--- src/rtl/exibe_sequencia_pkg.sv ---
// rtl/exibe_sequencia_pkg.sv - state codes and default timing for the sequence playback controller
package exibe_sequencia_pkg;

    // State codes double as the db_estado value shown on hexa7seg.
    typedef enum logic [4:0] {
        OCIOSO  = 5'd0,
        LE_MEM  = 5'd1,
        CARREGA = 5'd2,
        ACENDE  = 5'd3,
        APAGA   = 5'd4,
        FIM     = 5'd5,
        PAUSA   = 5'd6
    } estado_t;

    // Default on/off intervals: 0.5 s each at a 1 kHz clock.
    localparam int T_ON_PADRAO  = 500;
    localparam int T_OFF_PADRAO = 500;

endpackage

--- src/rtl/exibe_sequencia_uc_if.sv ---
// rtl/exibe_sequencia_uc_if.sv - control, RAM and LED signals between the main UC and the playback controller
interface exibe_sequencia_uc_if #(
    parameter int ADDR_W = 4,
    parameter int DATA_W = 4
);
    logic              iniciar;
    logic              abortar;
    logic [ADDR_W-1:0] rodada;
    logic [DATA_W-1:0] mem_dado;
    logic [ADDR_W-1:0] mem_endereco;
    logic [DATA_W-1:0] leds;
    logic              ocupado;
    logic              fim;
    logic [4:0]        db_estado;

    // Main UC and RAM side: issues commands, supplies read data.
    modport master (
        output iniciar, abortar, rodada, mem_dado,
        input  mem_endereco, leds, ocupado, fim, db_estado
    );

    // Playback controller side.
    modport slave (
        input  iniciar, abortar, rodada, mem_dado,
        output mem_endereco, leds, ocupado, fim, db_estado
    );
endinterface

--- src/rtl/exibe_sequencia_uc_contador_intervalo.sv ---
// rtl/exibe_sequencia_uc_contador_intervalo.sv - interval timer with loadable terminal count
module contador_intervalo #(
    parameter int W = 4
) (
    input  logic         clock,
    input  logic         reset,
    input  logic         zera_i,
    input  logic         conta_i,
    input  logic [W-1:0] terminal_i,
    output logic         fim_intervalo_o
);
    logic [W-1:0] cnt_q;
    logic [W-1:0] cnt_d;

    // Clear has priority; the count parks on the terminal value instead of wrapping.
    always_comb begin
        cnt_d = cnt_q;
        if (zera_i) begin
            cnt_d = '0;
        end else if (conta_i && !fim_intervalo_o) begin
            cnt_d = cnt_q + 1'b1;
        end
    end

    // Count register.
    always_ff @(posedge clock or negedge reset) begin
        if (!reset) begin
            cnt_q <= '0;
        end else begin
            cnt_q <= cnt_d;
        end
    end

    assign fim_intervalo_o = (cnt_q == terminal_i);

endmodule

--- src/rtl/exibe_sequencia_uc.sv ---
// rtl/exibe_sequencia_uc.sv - plays the stored sequence on the LEDs; SEQ_PAUSA_INICIAL_EN adds a dark lead-in
module exibe_sequencia_uc
    import exibe_sequencia_pkg::*;
#(
    parameter int ADDR_W = 4,
    parameter int DATA_W = 4,
    parameter int T_ON   = T_ON_PADRAO,
    parameter int T_OFF  = T_OFF_PADRAO
) (
    input  logic                 clock,
    input  logic                 reset,
    exibe_sequencia_uc_if.slave  bus
);
    localparam int TMAX = (T_ON > T_OFF) ? T_ON : T_OFF;
    localparam int TW   = $clog2(TMAX + 1);

    estado_t           estado_q, estado_d;
    logic [ADDR_W-1:0] endereco_q, endereco_d;
    logic [DATA_W-1:0] leds_q, leds_d;
    logic [ADDR_W-1:0] rodada_q, rodada_d;
    logic              zera;
    logic              conta;
    logic [TW-1:0]     terminal;
    logic              fim_int;

    contador_intervalo #(.W(TW)) u_contador (
        .clock           (clock),
        .reset           (reset),
        .zera_i          (zera),
        .conta_i         (conta),
        .terminal_i      (terminal),
        .fim_intervalo_o (fim_int)
    );

    // Next state, address/LED updates and timer control. The timer is held
    // clear outside timed states and cleared on the terminal cycle, so every
    // timed state starts counting from zero.
    always_comb begin
        estado_d   = estado_q;
        endereco_d = endereco_q;
        leds_d     = leds_q;
        rodada_d   = rodada_q;
        zera       = 1'b1;
        conta      = 1'b0;
        terminal   = TW'(T_OFF - 1);

        if (estado_q != OCIOSO && bus.abortar) begin
            estado_d   = OCIOSO;
            endereco_d = '0;
            leds_d     = '0;
        end else begin
            case (estado_q)
                OCIOSO: begin
                    leds_d = '0;
                    if (bus.iniciar && !bus.abortar) begin
                        rodada_d   = bus.rodada;
                        endereco_d = '0;
`ifdef SEQ_PAUSA_INICIAL_EN
                        estado_d   = PAUSA;
`else
                        estado_d   = LE_MEM;
`endif
                    end
                end
`ifdef SEQ_PAUSA_INICIAL_EN
                PAUSA: begin
                    leds_d = '0;
                    conta  = 1'b1;
                    zera   = fim_int;
                    if (fim_int) begin
                        estado_d = LE_MEM;
                    end
                end
`endif
                LE_MEM: begin
                    estado_d = CARREGA;
                end
                CARREGA: begin
                    leds_d   = bus.mem_dado;
                    estado_d = ACENDE;
                end
                ACENDE: begin
                    terminal = TW'(T_ON - 1);
                    conta    = 1'b1;
                    zera     = fim_int;
                    if (fim_int) begin
                        leds_d   = '0;
                        estado_d = APAGA;
                    end
                end
                APAGA: begin
                    leds_d = '0;
                    conta  = 1'b1;
                    zera   = fim_int;
                    if (fim_int) begin
                        if (endereco_q == rodada_q) begin
                            estado_d = FIM;
                        end else begin
                            endereco_d = endereco_q + ADDR_W'(1);
                            estado_d   = LE_MEM;
                        end
                    end
                end
                FIM: begin
                    leds_d   = '0;
                    estado_d = OCIOSO;
                end
                default: begin
                    leds_d   = '0;
                    estado_d = OCIOSO;
                end
            endcase
        end
    end

    // State, address, LED and captured-round registers.
    always_ff @(posedge clock or negedge reset) begin
        if (!reset) begin
            estado_q   <= OCIOSO;
            endereco_q <= '0;
            leds_q     <= '0;
            rodada_q   <= '0;
        end else begin
            estado_q   <= estado_d;
            endereco_q <= endereco_d;
            leds_q     <= leds_d;
            rodada_q   <= rodada_d;
        end
    end

    assign bus.mem_endereco = endereco_q;
    assign bus.leds         = leds_q;
    assign bus.ocupado      = (estado_q != OCIOSO);
    assign bus.fim          = (estado_q == FIM);
    assign bus.db_estado    = estado_q;

endmodule

--- src/flat_wrapper.sv ---
// flat-port wrapper written by rule: the top's interface ports become plain ports
module exibe_sequencia_uc_flat import exibe_sequencia_pkg::*;
#(
    parameter int ADDR_W = 4,
    parameter int DATA_W = 4,
    parameter int T_ON   = T_ON_PADRAO,
    parameter int T_OFF  = T_OFF_PADRAO
)
  (clock, reset, bus_iniciar, bus_abortar, bus_rodada, bus_mem_dado, bus_mem_endereco, bus_leds, bus_ocupado, bus_fim, bus_db_estado);
  exibe_sequencia_uc_if #(.ADDR_W(ADDR_W), .DATA_W(DATA_W)) bus_i ();
  input  logic clock;
  input  logic reset;
  input wire logic [$bits(bus_i.iniciar)-1:0] bus_iniciar;
  input wire logic [$bits(bus_i.abortar)-1:0] bus_abortar;
  input wire logic [$bits(bus_i.rodada)-1:0] bus_rodada;
  input wire logic [$bits(bus_i.mem_dado)-1:0] bus_mem_dado;
  output wire logic [$bits(bus_i.mem_endereco)-1:0] bus_mem_endereco;
  output wire logic [$bits(bus_i.leds)-1:0] bus_leds;
  output wire logic [$bits(bus_i.ocupado)-1:0] bus_ocupado;
  output wire logic [$bits(bus_i.fim)-1:0] bus_fim;
  output wire logic [$bits(bus_i.db_estado)-1:0] bus_db_estado;
  assign bus_i.iniciar = bus_iniciar;
  assign bus_i.abortar = bus_abortar;
  assign bus_i.rodada = bus_rodada;
  assign bus_i.mem_dado = bus_mem_dado;
  assign bus_mem_endereco = bus_i.mem_endereco;
  assign bus_leds = bus_i.leds;
  assign bus_ocupado = bus_i.ocupado;
  assign bus_fim = bus_i.fim;
  assign bus_db_estado = bus_i.db_estado;
  exibe_sequencia_uc #(.ADDR_W(ADDR_W), .DATA_W(DATA_W), .T_ON(T_ON), .T_OFF(T_OFF)) u_core (.clock(clock), .reset(reset), .bus(bus_i));
endmodule
--- config.mk ---
export PLATFORM = sky130hd
export DESIGN_NAME = exibe_sequencia_uc_flat
export DESIGN_NICKNAME = d
export VERILOG_FILES = /design/src/rtl/exibe_sequencia_pkg.sv /design/src/rtl/exibe_sequencia_uc_if.sv /design/src/rtl/exibe_sequencia_uc_contador_intervalo.sv /design/src/rtl/exibe_sequencia_uc.sv /design/src/flat_wrapper.sv
export SDC_FILE = /design/constraint.sdc
export NUM_CORES = 1
export LEC_CHECK = 0
export ABC_AREA = 0
export CORE_MARGIN = 2
export CORE_UTILIZATION = 45
export CTS_CLUSTER_SIZE = 28
export DETAILED_ROUTE_END_ITERATION = 7
export PLACE_DENSITY = 0.81
export SLEW_MARGIN = 40
export SYNTH_ARGS = -nofsm -noshare
export SYNTH_HDL_FRONTEND = slang
export SYNTH_SLANG_ARGS = --single-unit
--- constraint.sdc ---
create_clock -name clock -period 3.18 [get_ports clock]
set_clock_uncertainty 0.05 [all_clocks]
set_input_delay 0.318 -clock clock [delete_from_list [all_inputs] [get_ports clock]]
set_output_delay 0.318 -clock clock [all_outputs]
set_load 0.02 [all_outputs]
# Yosys cells after proc, flatten, opt, wreduce, memory -nomap -nowiden
# Index checks and enable logic that the tools add are counted.
[totals] regBits=26 latch_bits=0 mem_bits_rw=0 romBits=0 inputBits=12 output_inout_bits=15 word_cells=54 mem_count=0
[op_classes] n_addsub=2 mul=0 n_div=0 order_cmp=0 n_eq_ne=12 shift=0 mux=20 n_bitwise=1 n_reduce_logical=14
[op_table] op="case mux 5 bit (5 select lines)" count=1
[op_table] op="two-way mux 4 bit" count=6
[op_table] op="two-way mux 5 bit" count=4
[op_table] op="two-way mux 9 bit" count=2
[op_table] op="case mux 4 bit (3 select lines)" count=1
[op_table] op="equality test 5 x 2 -> 1 bit, second input constant" count=2
[op_table] op="equality test 5 x 3 -> 1 bit, second input constant" count=2
[op_table] op="adder 9 x 1 -> 9 bit, second input constant" count=1
[op_table] op="equality test 9 bit, second input constant" count=1
[op_table] op="inequality test 3 x 2 -> 1 bit, second input constant" count=3
[op_table] op="case mux 4 bit (2 select lines)" count=1
[op_table] op="AND reduction 3 bit" count=2
[op_table] op="equality test 5 x 1 -> 1 bit, second input constant" count=1
[op_table] op="zero test 5 bit" count=1
[op_table] op="nonzero test 5 bit" count=1
[op_table] op="adder 4 x 1 -> 4 bit, second input constant" count=1
[op_table] op="equality test 4 bit" count=1
[op_table] op="two-way mux 1 bit" count=4
[op_table] op="AND reduction 4 bit" count=1
[op_table] op="logical AND 1 bit" count=3
[op_table] op="two-way mux 3 bit" count=1
[op_table] op="inequality test 3 x 1 -> 1 bit, second input constant" count=1
[op_table] op="nonzero test 3 bit" count=1
[op_table] op="zero test 1 bit" count=2
[op_table] op="5 further kinds" count=5

# Depth between registers and ports, before layout
# Gate-level depths: netlist of the first run.
[logic_depth] ltp_word=7 ltp_mapped=6 ltp_nobuf=5

# By module
# A second synthesis of the first run with hierarchy kept.
[hier_totals] hier_cells=147 area_unflattened_um2=1412.6
[modules_own_cells] mod="exibe_sequencia_uc" instances=1 cells_each=82 area_per_inst_um2=805.8 seq_area_each_um2=375.4
[modules_own_cells] mod="contador_intervalo" instances=1 cells_each=65 area_per_inst_um2=606.8 seq_area_each_um2=225.2

# Worst setup path after synthesis of the first run
# OpenSTA, ideal clock, no wires.
[synth_timing] kind="reg-to-reg" start="reg u_core.estado_q[1], in the netlist u_core.bus.db_estado[1]" end="reg u_core.rodada_q[0]" setup_time_ns=0.125 arrival_ns=1.506 t_required_ns=3.005 setup_slack_ns=1.499 path_stages_with_launch=5 n_path_buf=1 period_less_slack_ns=1.681 path_cell_list="dfrtp_1 > buf_6 > or3_4 > nand2b_4 > mux2_4"
[synth_via] elab_chain_len=4 word_cells_on_any_way=5 cone_classes="bitwise (1); reduce/logical (4)"
[synth_rtl] item="start, declared" line="exibe_sequencia_uc.sv:17" source="estado_t estado_q, estado_d;"
[synth_rtl] item="start signal, assigned" line="exibe_sequencia_uc.sv:124" source="estado_q <= estado_d;"
[synth_rtl] item="nonzero test 5 bit"
[synth_rtl] item="via bus_ocupado" line="flat_wrapper.sv:19" source="output wire logic [$bits(bus_i.ocupado)-1:0] bus_ocupado;"
[synth_rtl] item="logical AND 1 bit" line="exibe_sequencia_uc.sv:47" source="if (estado_q != OCIOSO && bus.abortar) begin"
[synth_rtl] item="inverter 1 bit (no source line)"
[synth_rtl] item="AND reduction 3 bit (no source line)"
[synth_rtl] item="end signal, assigned" line="exibe_sequencia_uc.sv:127" source="rodada_q <= rodada_d;"
[synth_rtl] item="end, declared" line="exibe_sequencia_uc.sv:20" source="logic [ADDR_W-1:0] rodada_q, rodada_d;"
# The timed path passes the listed nets, and every way through them passes these cells.
# A chain may end at the register's enable or synchronous reset.

# Worst setup path after layout of the first run
[layout_timing] start="reg u_core.estado_q[1], in the netlist u_core.bus.db_estado[1]" end="out bus_ocupado"
[layout_via] elab_chain_len=1
[layout_rtl] item="nonzero test 5 bit" line="exibe_sequencia_uc.sv:133" source="assign bus.ocupado = (estado_q != OCIOSO);"
[layout_rtl] item="end, declared" line="flat_wrapper.sv:19"
# No other way between the ends.

==> results.yml, run 1 <==
layout:
  multi_input_area_um2: 706
  final_cells: 184
  diodes: 0
  area_delta_synth_final_pct: 19.0
  nets: 166
  fillCellCount: 277
  drive_gt1_share_pct: 16.6
  seq_area_um2: 601
yosys:
  synthArstFlopShare_pct: 100
  yosysTopAreaCell: "dfrtp_1"
  ys_seq_area_share_pct: 43.7
  syn_inst: 128
  synth_area_um2: 1380
  synth_top_area_share_pct: 43.7
  synth.area.top_cells: "dfrtp_1 (44%), nor2_1 (4.9%), xnor2_1 (4.5%), mux2_4 (4.4%), a32o_2 (3.3%)"
  ys_warn_count: 0
  synth.distinct_cells: 40
  synth_enable_flop_cells: 0
  syn_area_per_cell_um2: 10.7
  synthFlopType: "dfrtp_1"
  ys_ff_latch: 24
clocking:
  cts_buffers: 3
  clkTransAtPathRegs_ns: 0.13
  htree_levels: 1
  postCtsSetupRepairBufs: 0
  clk_latency_ns: 0.31
  clock_path_buffers: 2
  cts_hold_buf: 1
  tritoncts: "built"
  root_buffer: "clkbuf_4"
  clock-sinks: 24
  cts_resized: 0
worst_setup_path:
  cp_top_family: "flip-flops"
  cp_max_fo: 10
  endpoint_kind: "primary output"
  cp-start-kind: "flip-flop"
  worstPathArrival_ns: 1.87
  critical_path_class: "reg2out"
  critPathMaxStageDelay_ns: 0.56
  crit_buf_inv: 1
  critPathRequiredTime_ns: 2.81
  crit_chain: "or3_4 -> clkdlybuf4s50_1"
  critical_path.slowest_cell: "dfrtp_1"
power_and_ir_drop:
  peakVddDrop_mv: 0.136
  p_per_area_nw_per_um2: 393
  leakage_uw: 0.000708
floorplan:
  io_pins: 27
  initial_core_util_pct: 46.2
  core_area_um2: 2980
  die_height_um: 59.3
  die-area_um2: 3510
  die_x_um: 59.3
  rows: 20
routing:
  viasPerCell: 5.71
  firstDrtPassIters: 5
  routedWlPerCell_um: 14.3
  drt-initial-drc-count: 72
  drc: 0
  wirelength_mm: 2.64
  vias: 1051
  ant_nets: 0
timing:
  setup_tns_ns: 0
  post-route-min-period_ns: 2.24
  rsz0062_at_grt: "no"
  tightestPinTransition_ns: 0.679
  hold_slack_ns: 0.454
  maxSlewViolCount: 0
  timing.slew.headroom_pct: 54.3
  fin_crit_sh_pct: 70.4
  fmax_mhz: 446
  setup_viol: 0
  hold_viol: 0
placed_design:
  dpl.cell_count: 179
  dp_hpwl_mm: 1.99
  io_buffers: 24
  place_congestion: 0.836
global_route:
  gr-total-overflow: 0
  grt_antenna_before_repair: 0
  grt_pass1_vias: 988
  grt_max_degree: 25
  grt_pass1_wl_mm: 4.43
  grt.total_usage_pct: 16.4
flow_run:
  maxCapViolCount: 0
worst_hold_path:
  holdCritPathClass: "reg2reg"
outcome:
  outcome: "finished clean"
state kept, by name, summed over array words and instances, names as in the netlist:
register                 count
u_core.u_contador.cnt_q      9
u_core.bus.leds              4
u_core.bus.mem_endereco      4
u_core.rodada_q              4
u_core.bus.db_estado         3
synth_stat cells (2+ instances only):
library cell and count:
dfrtp_1 24, nor2_1 18, nand2_1 11, xnor2_1 7, nand3_1 5, a32o_2 4, buf_6 4, mux2_4 4
nand4_1 4, xor2_1 4, and4_1 3, nor3_1 3, a21oi_1 2, a31o_2 2, a32oi_1 2, buf_4 2
ha_1 2, inv_1 2, nor2b_1 2, nor4_1 2, o21bai_1 2
worst register-to-register path: stages, from the launching register on:
cell	delay (ns)
dfrtp_1	0.64
inv_1	0.14
nor4_1	0.60
a32o_2	0.22
layout make-up:
cell class                 count  area share (%)
timing repair buffer          25            15.0
clock buffer                   4            2.22
multi-input combinational     96            43.1
sequential                    24            36.7
inverter                       2           0.459
tap                           33            2.52
power breakdown:
group / total (uW) / switching [uW] / internal (uW)
registers: 349 / 23.9 / 325
logic: 134 / 59.6 / 74.3
clock network: 161 / 91.1 / 69.9
total: 643 / 175 / 469
layer usage:
metal	track usage, %	wire length [um]	vias to the layer above
met1	21.6	1180	525
met4	3.90	22	0
met2	28.1	1360	21
met3	2.62	76	4
met5	0	0	-
li1	-	-	501
cells in the final DEF, fill, tap and decap left out, drive strengths merged, types with 4 or more instances in the layout:
| cell type | Yosys | layout |
|---|---|---|
| xnor2 | 7 | 7 |
| mux2 | 4 | 4 |
| clkbuf | 0 | 4 |
| xor2 | 4 | 4 |
| nand2 | 11 | 11 |
| clkdlybuf4s50 | 0 | 23 |
| dfrtp | 24 | 24 |
| nand4 | 4 | 4 |
| nor2 | 18 | 18 |
| nand3 | 5 | 5 |
| a32o | 4 | 4 |
logic make-up (layout without fill, tap and decap cells):
kind of cell / count (synthesis) / count (layout) / share of synthesized area [%]
adders and majority gates: 2 / 2 / 1.82
buffers and inverters: 9 / 31 / 5.28
xor gates and xnor gates: 11 / 11 / 7.01
AOI/OAI and AO/OA: 20 / 20 / 13.3
muxes: 4 / 4 / 4.37
DFF: 24 / 24 / 43.7
and+or+nand+nor: 57 / 57 / 24.3
other: 1 / 2 / 0.273
metrics by stage:
stage	cell area, um^2	power (uW)	setup WS [ns]	util (%)
CTS	1640	650	0.925	55.0
global placement	1600	486	1.19	53.6
floorplan	1380	447	1.50	-
detailed placement	1590	488	1.17	53.4
finish	1640	643	0.940	55.0
global route	1640	674	0.861	55.0
worst paths after layout:
check | startpoint | to | slack, ns | depth (start not counted)
max | u_core.bus.db_estado[1]$_DFFE_PN0P_ | bus_ocupado | 0.94 | 2
min | u_core.u_contador.cnt_q[0]$_DFFE_PN0P_ | u_core.u_contador.cnt_q[0]$_DFFE_PN0P_ | 0.45 | 1
max reg2reg | u_core.bus.db_estado[1]$_DFFE_PN0P_ | u_core.bus.leds[3]$_DFFE_PN0P_ | 1.48 | 3
min reg2reg | u_core.u_contador.cnt_q[0]$_DFFE_PN0P_ | u_core.u_contador.cnt_q[0]$_DFFE_PN0P_ | 0.45 | 1
max in group asynchronous | reset | u_core.rodada_q[0]$_DFFE_PN0P_ | 2.26 | 2
min in group asynchronous | reset | u_core.bus.leds[2]$_DFFE_PN0P_ | 0.46 | 2
Power figures use the tool's default switching activity.
==> inputs of run 2 (changes only) <==
Clock period 3.18 ns to 2.2 ns, I/O delays scaled along.
==> run 2 against run 1 <==
Hold slack got worse by 0.26 ns; global-route usage fell by 0.37 points; via count decreased by 1.7%; core utilization increased by 0.63 points; sequential power rose by 43%; die area unchanged; critical path depth unchanged; non-clock buffer count grew 2; flip-flop and latch count unchanged; cell area increased by 1.1%; final cell count up 1.1%.
==> results.yml, run 2 (synthesis gave the netlist of run 1 again) <==
worst_setup_path:
  worstPathArrival_ns: 1.86
  endpoint_kind: "primary output"
  critical_path_class: "reg2out"
  ff2ff_path_depth: 5
  critPathRequiredTime_ns: 1.93
  cp_max_fo: 10
  cp-start-kind: "flip-flop"
routing:
  viasPerCell: 5.55
  firstDrtPassIters: 4
  drt-initial-drc-count: 56
  vias: 1033
  wirelength_mm: 2.58
  routedWlPerCell_um: 13.9
  ant_nets: 0
  drc: 0
floorplan:
  initial_core_util_pct: 46.2
  io_pins: 27
  die_x_um: 59.3
  core_area_um2: 2980
  rows: 20
  die_height_um: 59.3
  die-area_um2: 3510
clocking:
  cts_buffers: 3
  clkTransAtPathRegs_ns: 0.13
  clock_path_buffers: 2
  clock-sinks: 24
  htree_levels: 1
  tritoncts: "built"
  root_buffer: "clkbuf_4"
  clk_latency_ns: 0.31
placed_design:
  io_buffers: 24
  dp_hpwl_mm: 1.91
  place_congestion: 0.852
global_route:
  grt_pass1_wl_mm: 4.37
  grt_antenna_before_repair: 0
  grt_pass1_vias: 1007
  grt_max_degree: 25
  gr-total-overflow: 0
  grt.total_usage_pct: 16.0
power_and_ir_drop:
  power_switching_uw: 253
  pwr-share-clk_pct: 24.8
  pwr-share-comb_pct: 21.9
  power.internal_uw: 682
  peakVddDrop_mv: 0.297
  leakage_uw: 0.000717
  seqPwrFrac_pct: 53.3
  swShare_pct: 27.0
  p_per_area_nw_per_um2: 565
layout:
  layout.cells.most_common: "clkdlybuf4s50_1"
  mostFrequentLayoutCells: "clkdlybuf4s50_1 (24), dfrtp_1 (23), nor2_1 (18)"
  regMostFlops: "u_core.u_contador.cnt_q"
  diodes: 0
  nets: 168
  largest_register_ffs: 9
  fillCellCount: 260
  drive_gt1_share_pct: 18.3
  area_delta_synth_final_pct: 20.4
  fin_util_pct: 55.6
timing:
  post-route-min-period_ns: 2.13
  maxSlewViolCount: 0
  setup_viol: 0
  rsz0062_at_grt: "no"
  setup_tns_ns: 0
  fin_crit_sh_pct: 96.8
  timing.slew.headroom_pct: 55.8
  hold_viol: 0
  fmax_mhz: 470
  tightestPinTransition_ns: 0.657
outcome:
  outcome: "finished clean"
flow_run:
  maxCapViolCount: 0
worst_hold_path:
  holdCritPathClass: "in2async"
[run 2: cell types whose count changed in the layout (fill, tap and decap cells not counted)]
cell             change
clkdlybuf4s50_1      +1
dlygate4sd3_1        -1
buf_2                -1
dfrtp_1              -1
buf_4                +3
dfrtp_2              +1
[run 2: layout make-up]
type	instances	area (um^2)	share of cell area (%)
well taps	33	41.3	2.49
flip-flops and latches	24	602	36.4
inverters	2	7.51	0.454
repair buffers	27	263	15.9
multi-input cells	96	706	42.6
clock buffers	4	36.3	2.19
[run 2: worst paths after layout]
| path | start | to | slack [ns] |
|---|---|---|---|
| max in group asynchronous | reset | u_core.bus.db_estado[2]$_DFFE_PN0P_ | 1.66 |
| worst max-delay path | u_core.bus.db_estado[1]$_DFFE_PN0P_ | bus_ocupado | 0.07 |
| min in group clock | u_core.u_contador.cnt_q[0]$_DFFE_PN0P_ | u_core.u_contador.cnt_q[0]$_DFFE_PN0P_ | 0.45 |
| worst min-delay path | reset | u_core.bus.mem_endereco[0]$_DFFE_PN0P_ | 0.19 |
| worst min register to register | u_core.u_contador.cnt_q[0]$_DFFE_PN0P_ | u_core.u_contador.cnt_q[0]$_DFFE_PN0P_ | 0.45 |
| worst max register to register | u_core.u_contador.cnt_q[0]$_DFFE_PN0P_ | u_core.bus.db_estado[2]$_DFFE_PN0P_ | 0.53 |
[run 2: worst max-delay path, stage by stage (launching register included)]
cell and delay, ns:
dfrtp_1 0.55, or3_4 0.45, clkdlybuf4s50_1 0.55
[run 2: what timing repair did]
item | in CTS | in global routing
resized for setup | 0 | 1
setup endpoints to repair | 0 | 1
hold buffers | 0 | 0
setup buffers | 0 | 0
[run 2: power by group through the flow]
stage	registers [uW]	logic, uW	clock network (uW)
after floorplan	506	141	0
after global placement	507	200	0
after detailed placement	507	205	0
after CTS	498	206	241
after global routing	502	224	258
final	499	205	232
[run 2: stage by stage]
step	cell area [um^2]	worst slack, ns	total power (uW)	cells	hold WS (ns)
after global routing	1660	0.00185	984	186	0.211
after global placement	1620	0.421	707	182	0.420
after detailed placement	1620	0.386	712	182	0.430
after CTS	1650	0.0496	946	186	0.197
after floorplan	1380	0.519	646	129	-0.126
final	1660	0.0707	935	186	0.191
[run 2: routing by layer]
metal	track usage [%]	routed length, um	vias to the layer above
li1	-	-	510
met1	20.7	1190	499
met2	26.8	1270	22
met3	3.71	89	2
met4	4.55	25	0
met5	0	0	-
